**src/rtl/spike_rate_monitor_if.sv**
```systemverilog
// Record readout channel of the spike rate monitor: valid/ready handshake
// carrying one {rate, ISI} record per transfer.
interface spike_rate_monitor_if #(
  parameter int unsigned RATE_W = 8,
  parameter int unsigned ISI_W  = 16
);
  logic              out_valid;
  logic              out_ready;
  logic [RATE_W-1:0] out_rate;
  logic [ISI_W-1:0]  out_isi;

  modport master (output out_valid, output out_rate, output out_isi, input out_ready);
  modport slave  (input out_valid, input out_rate, input out_isi, output out_ready);
endinterface

```
**src/rtl/spike_rate_monitor.sv**
```systemverilog
// Counts spike onsets per programmable window, tracks the latest inter-spike
// interval and queues one {rate, ISI} record per window in a small FIFO.
module spike_rate_monitor #(
  parameter int unsigned RATE_W = 8,
  parameter int unsigned ISI_W  = 16,
  parameter int unsigned DEPTH  = 4
) (
  input  logic                   clk,
  input  logic                   rst,
  input  logic [7:0]             spike_in,
  input  logic                   enable,
  input  logic [ISI_W-1:0]       window_len,
  spike_rate_monitor_if.master   rec,
  output logic                   dropped
);

  localparam int unsigned AW = $clog2(DEPTH);
  localparam int unsigned CW = AW + 1;
  localparam logic [RATE_W-1:0] RATE_MAX = '1;
  localparam logic [ISI_W-1:0]  ISI_MAX  = '1;

  typedef enum logic {ST_IDLE, ST_RUN} state_t;

  state_t r_state;
  state_t w_state_nxt;

  logic              r_spk_prev;
  logic [ISI_W-1:0]  r_len_q;
  logic [ISI_W-1:0]  r_win_cnt;
  logic [RATE_W-1:0] r_rate_cnt;
  logic [ISI_W-1:0]  r_isi_cnt;
  logic [ISI_W-1:0]  r_last_isi;
  logic              r_seen_first;

  logic [RATE_W-1:0] r_mem_rate [DEPTH];
  logic [ISI_W-1:0]  r_mem_isi  [DEPTH];
  logic [AW-1:0]     r_wr_ptr;
  logic [AW-1:0]     r_rd_ptr;
  logic [CW-1:0]     r_count;
  logic              r_dropped;

  logic              w_spk;
  logic              w_onset;
  logic              w_run;
  logic              w_close;
  logic [RATE_W-1:0] w_rate_nxt;
  logic [ISI_W-1:0]  w_isi_inc;
  logic [ISI_W-1:0]  w_last_isi_nxt;
  logic [ISI_W-1:0]  w_len_sample;
  logic              w_valid;
  logic              w_full;
  logic              w_pop;
  logic              w_wr;

  // FSM state register
  always_ff @(posedge clk) begin
    if (rst) r_state <= ST_IDLE;
    else     r_state <= w_state_nxt;
  end

  // FSM next state
  always_comb begin
    w_state_nxt = r_state;
    case (r_state)
      ST_IDLE: if (enable)  w_state_nxt = ST_RUN;
      ST_RUN:  if (!enable) w_state_nxt = ST_IDLE;
      default: w_state_nxt = ST_IDLE;
    endcase
  end

  // Per-cycle updated values; the close cycle pushes these primed values
  always_comb begin
    w_spk          = |spike_in;
    w_onset        = w_spk & ~r_spk_prev;
    w_run          = (r_state == ST_RUN) & enable;
    w_close        = w_run & (r_win_cnt == (r_len_q - ISI_W'(1)));
    w_rate_nxt     = (w_onset && (r_rate_cnt != RATE_MAX)) ? r_rate_cnt + RATE_W'(1) : r_rate_cnt;
    w_isi_inc      = (r_isi_cnt == ISI_MAX) ? r_isi_cnt : r_isi_cnt + ISI_W'(1);
    w_last_isi_nxt = (w_onset && r_seen_first) ? w_isi_inc : r_last_isi;
    w_len_sample   = (window_len == '0) ? ISI_W'(1) : window_len;
  end

  // Window / rate / ISI counters; IDLE holds everything cleared
  always_ff @(posedge clk) begin
    if (rst) begin
      r_spk_prev   <= 1'b0;
      r_len_q      <= ISI_W'(1);
      r_win_cnt    <= '0;
      r_rate_cnt   <= '0;
      r_isi_cnt    <= '0;
      r_last_isi   <= '0;
      r_seen_first <= 1'b0;
    end else begin
      r_spk_prev <= w_spk;
      if (r_state == ST_IDLE) begin
        r_win_cnt    <= '0;
        r_rate_cnt   <= '0;
        r_isi_cnt    <= '0;
        r_last_isi   <= '0;
        r_seen_first <= 1'b0;
        if (enable) r_len_q <= w_len_sample;
      end else if (w_run) begin
        if (w_close) begin
          r_win_cnt  <= '0;
          r_rate_cnt <= '0;
          r_len_q    <= w_len_sample;
        end else begin
          r_win_cnt  <= r_win_cnt + ISI_W'(1);
          r_rate_cnt <= w_rate_nxt;
        end
        r_last_isi <= w_last_isi_nxt;
        if (w_onset) begin
          r_seen_first <= 1'b1;
          r_isi_cnt    <= '0;
        end else if (r_seen_first) begin
          r_isi_cnt <= w_isi_inc;
        end
      end
    end
  end

  always_comb begin
    w_valid = (r_count != '0);
    w_full  = (r_count == CW'(DEPTH));
    w_pop   = w_valid & rec.out_ready;
    w_wr    = w_close & (~w_full | w_pop);
  end

  // FIFO pointers, occupancy and sticky overflow flag
  always_ff @(posedge clk) begin
    if (rst) begin
      r_wr_ptr  <= '0;
      r_rd_ptr  <= '0;
      r_count   <= '0;
      r_dropped <= 1'b0;
    end else begin
      if (w_wr)  r_wr_ptr <= r_wr_ptr + AW'(1);
      if (w_pop) r_rd_ptr <= r_rd_ptr + AW'(1);
      case ({w_wr, w_pop})
        2'b10:   r_count <= r_count + CW'(1);
        2'b01:   r_count <= r_count - CW'(1);
        default: r_count <= r_count;
      endcase
      if (w_close && w_full && !w_pop) r_dropped <= 1'b1;
    end
  end

  // Storage needs no reset: outputs are masked while the FIFO is empty
  always_ff @(posedge clk) begin
    if (w_wr) begin
      r_mem_rate[r_wr_ptr] <= w_rate_nxt;
      r_mem_isi[r_wr_ptr]  <= w_last_isi_nxt;
    end
  end

  assign rec.out_valid = w_valid;
  assign rec.out_rate  = w_valid ? r_mem_rate[r_rd_ptr] : '0;
  assign rec.out_isi   = w_valid ? r_mem_isi[r_rd_ptr]  : '0;
  assign dropped       = r_dropped;

endmodule

```
**src/flat_wrapper.sv**
```systemverilog
// flat-port wrapper written by rule: the top's interface ports become plain ports
module spike_rate_monitor_flat 
#(
  parameter int unsigned RATE_W = 8,
  parameter int unsigned ISI_W  = 16,
  parameter int unsigned DEPTH  = 4
)
  (clk, rst, spike_in, enable, window_len, dropped, rec_out_valid, rec_out_rate, rec_out_isi, rec_out_ready);
  spike_rate_monitor_if #(.RATE_W(RATE_W), .ISI_W(ISI_W)) rec_i ();
  input  logic clk;
  input  logic rst;
  input  logic [7:0] spike_in;
  input  logic enable;
  input  logic [ISI_W-1:0] window_len;
  output logic dropped;
  output wire logic [$bits(rec_i.out_valid)-1:0] rec_out_valid;
  output wire logic [$bits(rec_i.out_rate)-1:0] rec_out_rate;
  output wire logic [$bits(rec_i.out_isi)-1:0] rec_out_isi;
  input wire logic [$bits(rec_i.out_ready)-1:0] rec_out_ready;
  assign rec_out_valid = rec_i.out_valid;
  assign rec_out_rate = rec_i.out_rate;
  assign rec_out_isi = rec_i.out_isi;
  assign rec_i.out_ready = rec_out_ready;
  spike_rate_monitor #(.RATE_W(RATE_W), .ISI_W(ISI_W), .DEPTH(DEPTH)) u_core (.clk(clk), .rst(rst), .spike_in(spike_in), .enable(enable), .window_len(window_len), .rec(rec_i), .dropped(dropped));
endmodule
```
**config.mk**
```make
export PLATFORM = sky130hd
export DESIGN_NAME = spike_rate_monitor_flat
export DESIGN_NICKNAME = d
export VERILOG_FILES = /design/src/rtl/spike_rate_monitor_if.sv /design/src/rtl/spike_rate_monitor.sv /design/src/flat_wrapper.sv
export SDC_FILE = /design/constraint.sdc
export NUM_CORES = 1
export LEC_CHECK = 0
export CAP_MARGIN = 20
export CORE_MARGIN = 2
export CORE_UTILIZATION = 55
export CTS_CLUSTER_SIZE = 28
export DETAILED_ROUTE_END_ITERATION = 8
export PLACE_DENSITY_LB_ADDON = 0.2
export SYNTH_ARGS = -nofsm -noshare
export SYNTH_HDL_FRONTEND = slang
export SYNTH_SLANG_ARGS = --single-unit
```
**constraint.sdc**
```tcl
create_clock -name clk -period 3.96 [get_ports clk]
set_input_delay 1.188 -clock clk [delete_from_list [all_inputs] [get_ports clk]]
set_output_delay 1.188 -clock clk [all_outputs]
set_load 0.03 [all_outputs]
```
==> results of run 1 <==
-- placed cells by master (no fill, tap or decap), types with 13 or more instances in the layout --
master           count
clkdlybuf4s50_1     53
mux2i_1             26
mux4_2              24
nor2_1              54
dfxtp_1             85
nand4_1             14
nor3_1              17
xnor2_1             29
a21oi_1             42
nand2_1             63
clkbuf_16           17
buf_4               13
nand2b_1            33
xor2_1              23
and2_1              32
o21ai_0             45
edfxtp_1            96
nand3_1             31
-- kinds of logic after synthesis --
family                   count (synthesis)
AND/OR/NAND/NOR                        291
flip-flops                             181
AO/OA/AOI/OAI                          115
multiplexers                            53
XOR/XNOR                                52
buffers and inverters                   52
adder cells (fa/ha/maj)                  9
-- report_power, final --
group	total, mW	switching (mW)	internal [mW]
Combinational	0.609	0.325	0.284
Sequential	2.01	0.0253	1.98
Clock	1.51	0.708	0.806
Total	4.13	1.06	3.07
-- sequential cells by signal (all words and copies together) (netlist names), named ones only --
signal               cells
u_core.r_seen_first      1
u_core.r_last_isi       16
u_core.r_state           1
u_core.r_wr_ptr          2
u_core.r_mem_rate       32
u_core.dropped           1
u_core.r_mem_isi        64
u_core.r_spk_prev        1
u_core.r_isi_cnt        16
u_core.r_rd_ptr          2
u_core.r_len_q          16
u_core.r_count           3
u_core.r_win_cnt        16
u_core.r_rate_cnt        8
-- worst max-delay path, delay by kind of cell, from the launching register on --
kind / cells / cell delay, ns
and+or+nand+nor: 1 / 0.17
muxes: 1 / 0.59
DFF: 1 / 0.31
buffers and inverters: 2 / 1.00
-- stage by stage --
step | power, mW | hold slack, ns | cells | instance area, um^2 | utilization [%]
2_1_floorplan | 2.459 | 0.4464 | 753 | 8386 | -
3_3_place_gp | 2.652 | 0.4559 | 966 | 9136 | 60.77
3_5_place_dp | 2.665 | 0.4644 | 966 | 9136 | 60.77
4_1_cts | 4.164 | 0.4877 | 998 | 9668 | 64.31
5_1_grt | 4.277 | 0.4967 | 998 | 9668 | 64.31
6_report | 4.129 | 0.4862 | 998 | 9668 | 64.31
-- worst max-delay path by stage --
stage	startpoint	to	slack, ns	cells after the start
finish	flip-flop	rec_out_isi[12]	0.28	4
CTS	flip-flop	rec_out_isi[12]	0.22	4
global placement	spike_in[5]	u_core.r_rate_cnt[5]$_SDFFE_PP0P_	0.40	9
floorplan	enable	u_core.r_mem_isi[0][0]$_DFFE_PP_	0.61	6
global route	flip-flop	rec_out_isi[12]	0.13	4
detailed placement	spike_in[4]	u_core.r_rate_cnt[5]$_SDFFE_PP0P_	0.26	9
-- metal layers --
layer / GRT usage, % / routed length (um) / share of wire [%] / vias to the layer above
li1: - / - / - / 2815
met1: 28.51 / 7527 / 46 / 2750
met2: 34.63 / 7967 / 49 / 141
met3: 3.518 / 655 / 4.0 / 23
met4: 7.175 / 274 / 1.7 / 0
met5: 0 / 0 / 0 / -
-- layout make-up --
type                    count  share of cell area [%]
clock buffers              18                   4.439
inverters                   8                  0.3106
repair buffers             69                   7.118
multi-input cells         520                   37.22
flip-flops and latches    181                   47.42
clock inverters            14                   1.061
well taps                 188                   2.433
==> key figures, run 1 <==
STA
  – Worst-Margin Slew: 0.8538 ns
  – Final worst-path cycle share: 93.03%
  – Final min period: 3.684 ns
  – Final Hold Vio Count: 0
  – Fmax: 271.4 MHz
  – RSZ-0062 raised after global routing: no
  – Fin Setup TNS: 0 ns
  – Max-slew headroom: 42.87%
  – Skew final: 0.007411 ns
  – Slew Viols, Final: 0
  – Worst setup margin: 0.2759 ns
  – Count of final setup violators: 0

Clock tree
  – Cts repair resizes: 0
  – Setup bufs post-CTS: 0
  – Hold-fix buffers, CTS: 0
  – Number of buffers created by CTS: 17
  – CTS Sinks: roughly 180
  – CTS root buf: clkbuf_16
  – Clock Path Buffers: 2
  – Htree depth: 4
  – CTS tree: yes
  – Clock-pin slew on the worst setup and hold paths: 0.06 ns
  – Worst-Skew Late Latency: 0.42 ns

Synthesis
  – Async set-or-reset flop fraction in the synthesized netlist: 0%
  – Post-synthesis simple-gate area fraction: 18.31%
  – YS warnings: 0
  – Synth top area share: 34.38%
  – Count of cell types in the netlist: 58
  – Syn avg cell area: 11.14 um^2
  – Post-synth top cells: edfxtp_1, dfxtp_1, nand2_1
  – Mux share of post-synthesis cell area: 9.952%
  – #FFs+latches synth: 181
  – Count leader, synth: edfxtp_1
  – Register area share after synthesis: 54.67%
  – Post-synthesis adder-cell area fraction: roughly 1.4%
  – Synth Area in XOR/XNOR: 5.431%
  – Main combinational cell family by area after synthesis: simple AND/OR/NAND/NOR gates
  – Area leader, netlist: edfxtp_1
  – EDFF count, synth: 96
  – Compound-gate portion of the synthesized area: between 7 and 8%
  – Cell Area, Synth: 8386 um^2
  – Synth Flop Type: edfxtp_1
  – Post-Synthesis Cells: 753
  – Ranking of synthesized cells by area: edfxtp_1, dfxtp_1, mux4_2, mux2i_1, xnor2_1
  – Net count after synthesis: 790

Critical path
  – CP max stage delay: 0.59 ns
  – Worst reg-to-reg path cell count: 8
  – CP Class: flip-flop to output pin
  – CP Launch Type: flip-flop
  – RR Endpoint: u_core.r_mem_isi[0][10]$_DFFE_PP_
  – CP arrival: 2.50 ns
  – R2R setup slack: 0.61 ns
  – CP max FO: 24
  – Highest-delay cell along the critical path: mux4_2
  – Worst setup EP type: output pin
  – Worst path cell trace: buf_4, mux4_2, and2_1, clkdlybuf4s50_1
  – Reg2reg start: u_core.r_isi_cnt[4]$_SDFFE_PP0P_
  – Worst endpoint required time: 2.77 ns

Detailed routing
  – Initial drt markers: 416
  – Pre-Repair DR Iteration Count: 5
  – DRC Markers: 0
  – Vias per cell: 5.740
  – Routed Antenna Nets: 0
  – Final wirelength: about 16 mm
  – Vias post-DR: 5,729
  – Routed len/inst: roughly 16 um

Global route
  – Number of global-route vias before repair: 5,564
  – Global-route wire length before repair: 27.03 mm
  – Global route overflow: 0
  – Largest net degree at the start of global routing: 44
  – GRT Overall Usage: 21.03%
  – Initial antenna violation count: 0

Hold path
  – Hold worst-path end: u_core.dropped$_SDFFE_PP0P_
  – Hold path startpoint: u_core.dropped$_SDFFE_PP0P_
  – Hold WC Path Type: flip-flop to flip-flop
  – WHS Path Cells: 1

Power and ir drop
  – Power Dens Cells: 427.1 nW/um^2
  – Leakage: 3.197 nW
  – Worst vdd rail ir drop: 280.3 uV

Placed design
  – Post-DP HPWL: 11.15 mm
  – IO buf count: 53
  – Worst slack, placed: 0.2647 ns
  – GPL Wtd Cong: 0.8544

Layout
  – Seq. cell area: 4584 um^2
  – Area grow syn2layout: 15.29%
  – Fin nets: approximately 830
  – Area of the multi-input gates: 3598 um^2
  – # fillers: 1,166
  – Fraction of layout instances using a drive strength above 1: under 10%
  – Diodes inserted: 0

Die
  – Die H: around 130 um
  – Std cell rows: 45
  – Initial Util: roughly 56%
  – Die area: 16,250 um^2
  – IO Count: 54
  – DIE WIDTH: 127.5 um
  – Core area: ~15,000 um^2

Flow run
  – Max_cap viols: 0

Run status
  – Outcome: completed
Note: power is estimated with default switching activity, not from simulation.
==> run 2, diff against run 1 <==
SKIP_CTS_REPAIR_TIMING = 1   (was unset)
==> results of run 2 <==
Final layout, timing and power as in run 1 (identical DEF).
==> run 3, diff against run 2 <==
DONT_BUFFER_PORTS = 1   (was unset)
==> key figures, run 3 (synthesis gave the netlist of run 1 again) <==
Run status
  – Outcome: completed

Detailed routing
  – DRC Markers: 0 (unchanged)
  – Vias per cell: 5.802 (+1.1%)
  – Final wirelength: 16.05 mm (-2.3%)
  – Routed len/inst: 16.97 um (+3.1%)
  – Initial drt markers: 444 (+6.7%)
  – Vias post-DR: 5,489 (-4.2%)
  – Routed Antenna Nets: 0 (unchanged)
  – Pre-Repair DR Iteration Count: 6 (+1)

STA
  – Final Hold Vio Count: 0 (unchanged)
  – Count of final setup violators: 0 (unchanged)
  – Slew Viols, Final: 0 (unchanged)
  – Final min period: 3.327 ns (-0.3570 ns)
  – Fmax: 300.6 MHz (+11%)
  – Fin Setup TNS: 0 ns (unchanged)
  – Max-slew headroom: 46.95% (+4.1 points)
  – Worst setup margin: 0.6329 ns (+0.3570 ns)
  – RSZ-0062 raised after global routing: no
  – Final worst-path cycle share: 84.02% (-9.0 points)
  – Worst-Margin Slew: 0.7875 ns (-0.06631 ns)
  – Skew final: 0.01158 ns (+0.004172 ns)

Layout
  – Reg with most FFs: u_core.r_mem_isi
  – # fillers: 1,168 (+0.17%)
  – Most frequent cells in the layout: edfxtp_1, dfxtp_1, nand2_1
  – Area grow syn2layout: 9.370%
  – Commonest non-fill, non-tap cell in the layout: edfxtp_1
  – Fin nets: 782 (-6.2%)
  – Fraction of layout instances using a drive strength above 1: 10.82% (+1.1 points)
  – Largest regs: u_core.r_mem_isi: 64 flops, u_core.r_mem_rate: 32 flops
  – Diodes inserted: 0 (unchanged)
  – Finished Core Util: 61.01% (-3.3 points)
  – Largest register FFs: 64 (unchanged)
  – Final instance area: 9171 um^2 (-5.1%)

Die
  – Initial Util: 55.78% (unchanged)
  – DIE WIDTH: 127.5 um (unchanged)
  – Std cell rows: 45 (unchanged)
  – Core area: 15,030 um^2 (unchanged)
  – IO Count: 54 (unchanged)
  – Die H: 127.5 um (unchanged)
  – Die area: 16,250 um^2 (unchanged)

Critical path
  – RR Endpoint: u_core.r_count[2]$_SDFFE_PP0P_
  – Worst setup EP type: flip-flop
  – CP Launch Type: flip-flop
  – CP endpoint: u_core.r_count[2]$_SDFFE_PP0P_
  – Critical path startpoint: u_core.r_len_q[0]$_SDFFE_PP1P_
  – CP Class: flip-flop to flip-flop
  – CP max FO: 7 (-71%)
  – Worst reg-to-reg path cell count: 14 (+6)
  – R2R setup slack: 0.63 ns (+0.02 ns)
  – Reg2reg start: u_core.r_len_q[0]$_SDFFE_PP1P_
  – CP arrival: 3.69 ns (+1.19 ns)
  – Worst endpoint required time: 4.32 ns (+1.55 ns)

Clock tree
  – Clock-pin slew on the worst setup and hold paths: 0.07 ns (about the same)
  – Htree depth: 4 (unchanged)
  – CTS tree: yes
  – CTS Sinks: 181 (unchanged)
  – Clock Path Buffers: 2 (unchanged)
  – Worst-Skew Late Latency: 0.44 ns (+0.02 ns)
  – Number of buffers created by CTS: 17 (unchanged)
  – CTS root buf: clkbuf_16

Global route
  – Number of global-route vias before repair: 5,221 (-6.2%)
  – Global route overflow: 0 (unchanged)
  – Largest net degree at the start of global routing: 48 (+9.1%)
  – Initial antenna violation count: 0 (unchanged)
  – GRT Overall Usage: 20.59% (-0.44 points)
  – Global-route wire length before repair: 26.08 mm (-3.5%)

Power and ir drop
  – Leakage: 3.036 nW (-5.0%)
  – Worst vdd rail ir drop: 274.8 uV (-2.0%)
  – Power Dens Cells: 453.8 nW/um^2 (+6.3%)

Placed design
  – Post-DP HPWL: 10.85 mm (-2.7%)
  – GPL Wtd Cong: 0.8915 (+4.3%)
  – Post-DP Area: 8576 um^2 (-6.1%)
  – IO buf count: 0 (-100%)
  – Worst slack, placed: 0.6299 ns (+0.3652 ns)

Flow run
  – Max_cap viols: 0 (unchanged)

Hold path
  – Hold WC Path Type: flip-flop to flip-flop
[run 3: metal layers]
metal / global-route usage, % / share of wire (%)
met1: 28.07 / 46
met2: 33.34 / 48
met3: 4.606 / 4.5
met4: 6.012 / 0.94
met5: 0 / 0
[run 3: report_power, final]
| part | total [mW] | switching [mW] | leakage, nW | internal (mW) |
|---|---|---|---|---|
| Combinational | 0.475 | 0.298 | 1.13 | 0.177 |
| Clock | 1.68 | 0.763 | 0.294 | 0.916 |
| Sequential | 2.01 | 0.0269 | 1.61 | 1.98 |
| Total | 4.16 | 1.09 | 3.04 | 3.07 |
[run 3: stage by stage]
step / power, mW / hold slack [ns] / cells
CTS: 4.204 / 0.4733 / 946
detailed placement: 2.530 / 0.4581 / 914
floorplan: 2.459 / 0.4464 / 753
global placement: 2.520 / 0.4549 / 914
global route: 4.319 / 0.5050 / 946
finish: 4.162 / 0.4719 / 946
[run 3: final cells by class]
| type | instances | area, um^2 | area share, % |
|---|---|---|---|
| clock buffer | 19 | 442.9 | 4.829 |
| tap | 188 | 235.2 | 2.565 |
| clock inverter | 13 | 152.6 | 1.664 |
| inverter | 8 | 30.03 | 0.3274 |
| multi-input combinational | 520 | 3598 | 39.24 |
| timing repair buffer | 17 | 127.6 | 1.392 |
| sequential | 181 | 4584 | 49.99 |
[run 3: worst min path at each step]
stage | from | to | slack [ns] | depth (start not counted)
final | u_core.r_last_isi[15]$_SDFFE_PP0P_ | u_core.r_last_isi[15]$_SDFFE_PP0P_ | 0.47 | 2
after global routing | u_core.r_last_isi[15]$_SDFFE_PP0P_ | u_core.r_last_isi[15]$_SDFFE_PP0P_ | 0.51 | 2
after CTS | u_core.r_last_isi[15]$_SDFFE_PP0P_ | u_core.r_last_isi[15]$_SDFFE_PP0P_ | 0.47 | 2
after detailed placement | u_core.r_last_isi[14]$_SDFFE_PP0P_ | u_core.r_last_isi[14]$_SDFFE_PP0P_ | 0.46 | 2
after global placement | u_core.r_last_isi[15]$_SDFFE_PP0P_ | u_core.r_last_isi[15]$_SDFFE_PP0P_ | 0.45 | 2
after floorplan | u_core.r_last_isi[15]$_SDFFE_PP0P_ | u_core.r_last_isi[15]$_SDFFE_PP0P_ | 0.45 | 2
[run 3: worst max-delay path, stage by stage (launching register included)]
cell     delay (ns)
dfxtp_1        0.36
inv_1          0.07
ha_1           0.24
nor4b_4        0.31
and2b_1        0.19
xnor2_1        0.07
a211o_1        0.24
or4_4          0.50
or2_1          0.34
nand2_1        0.13
fa_1           0.26
nor2b_1        0.16
o21ai_0        0.09
o41a_1         0.12
a31oi_1        0.17
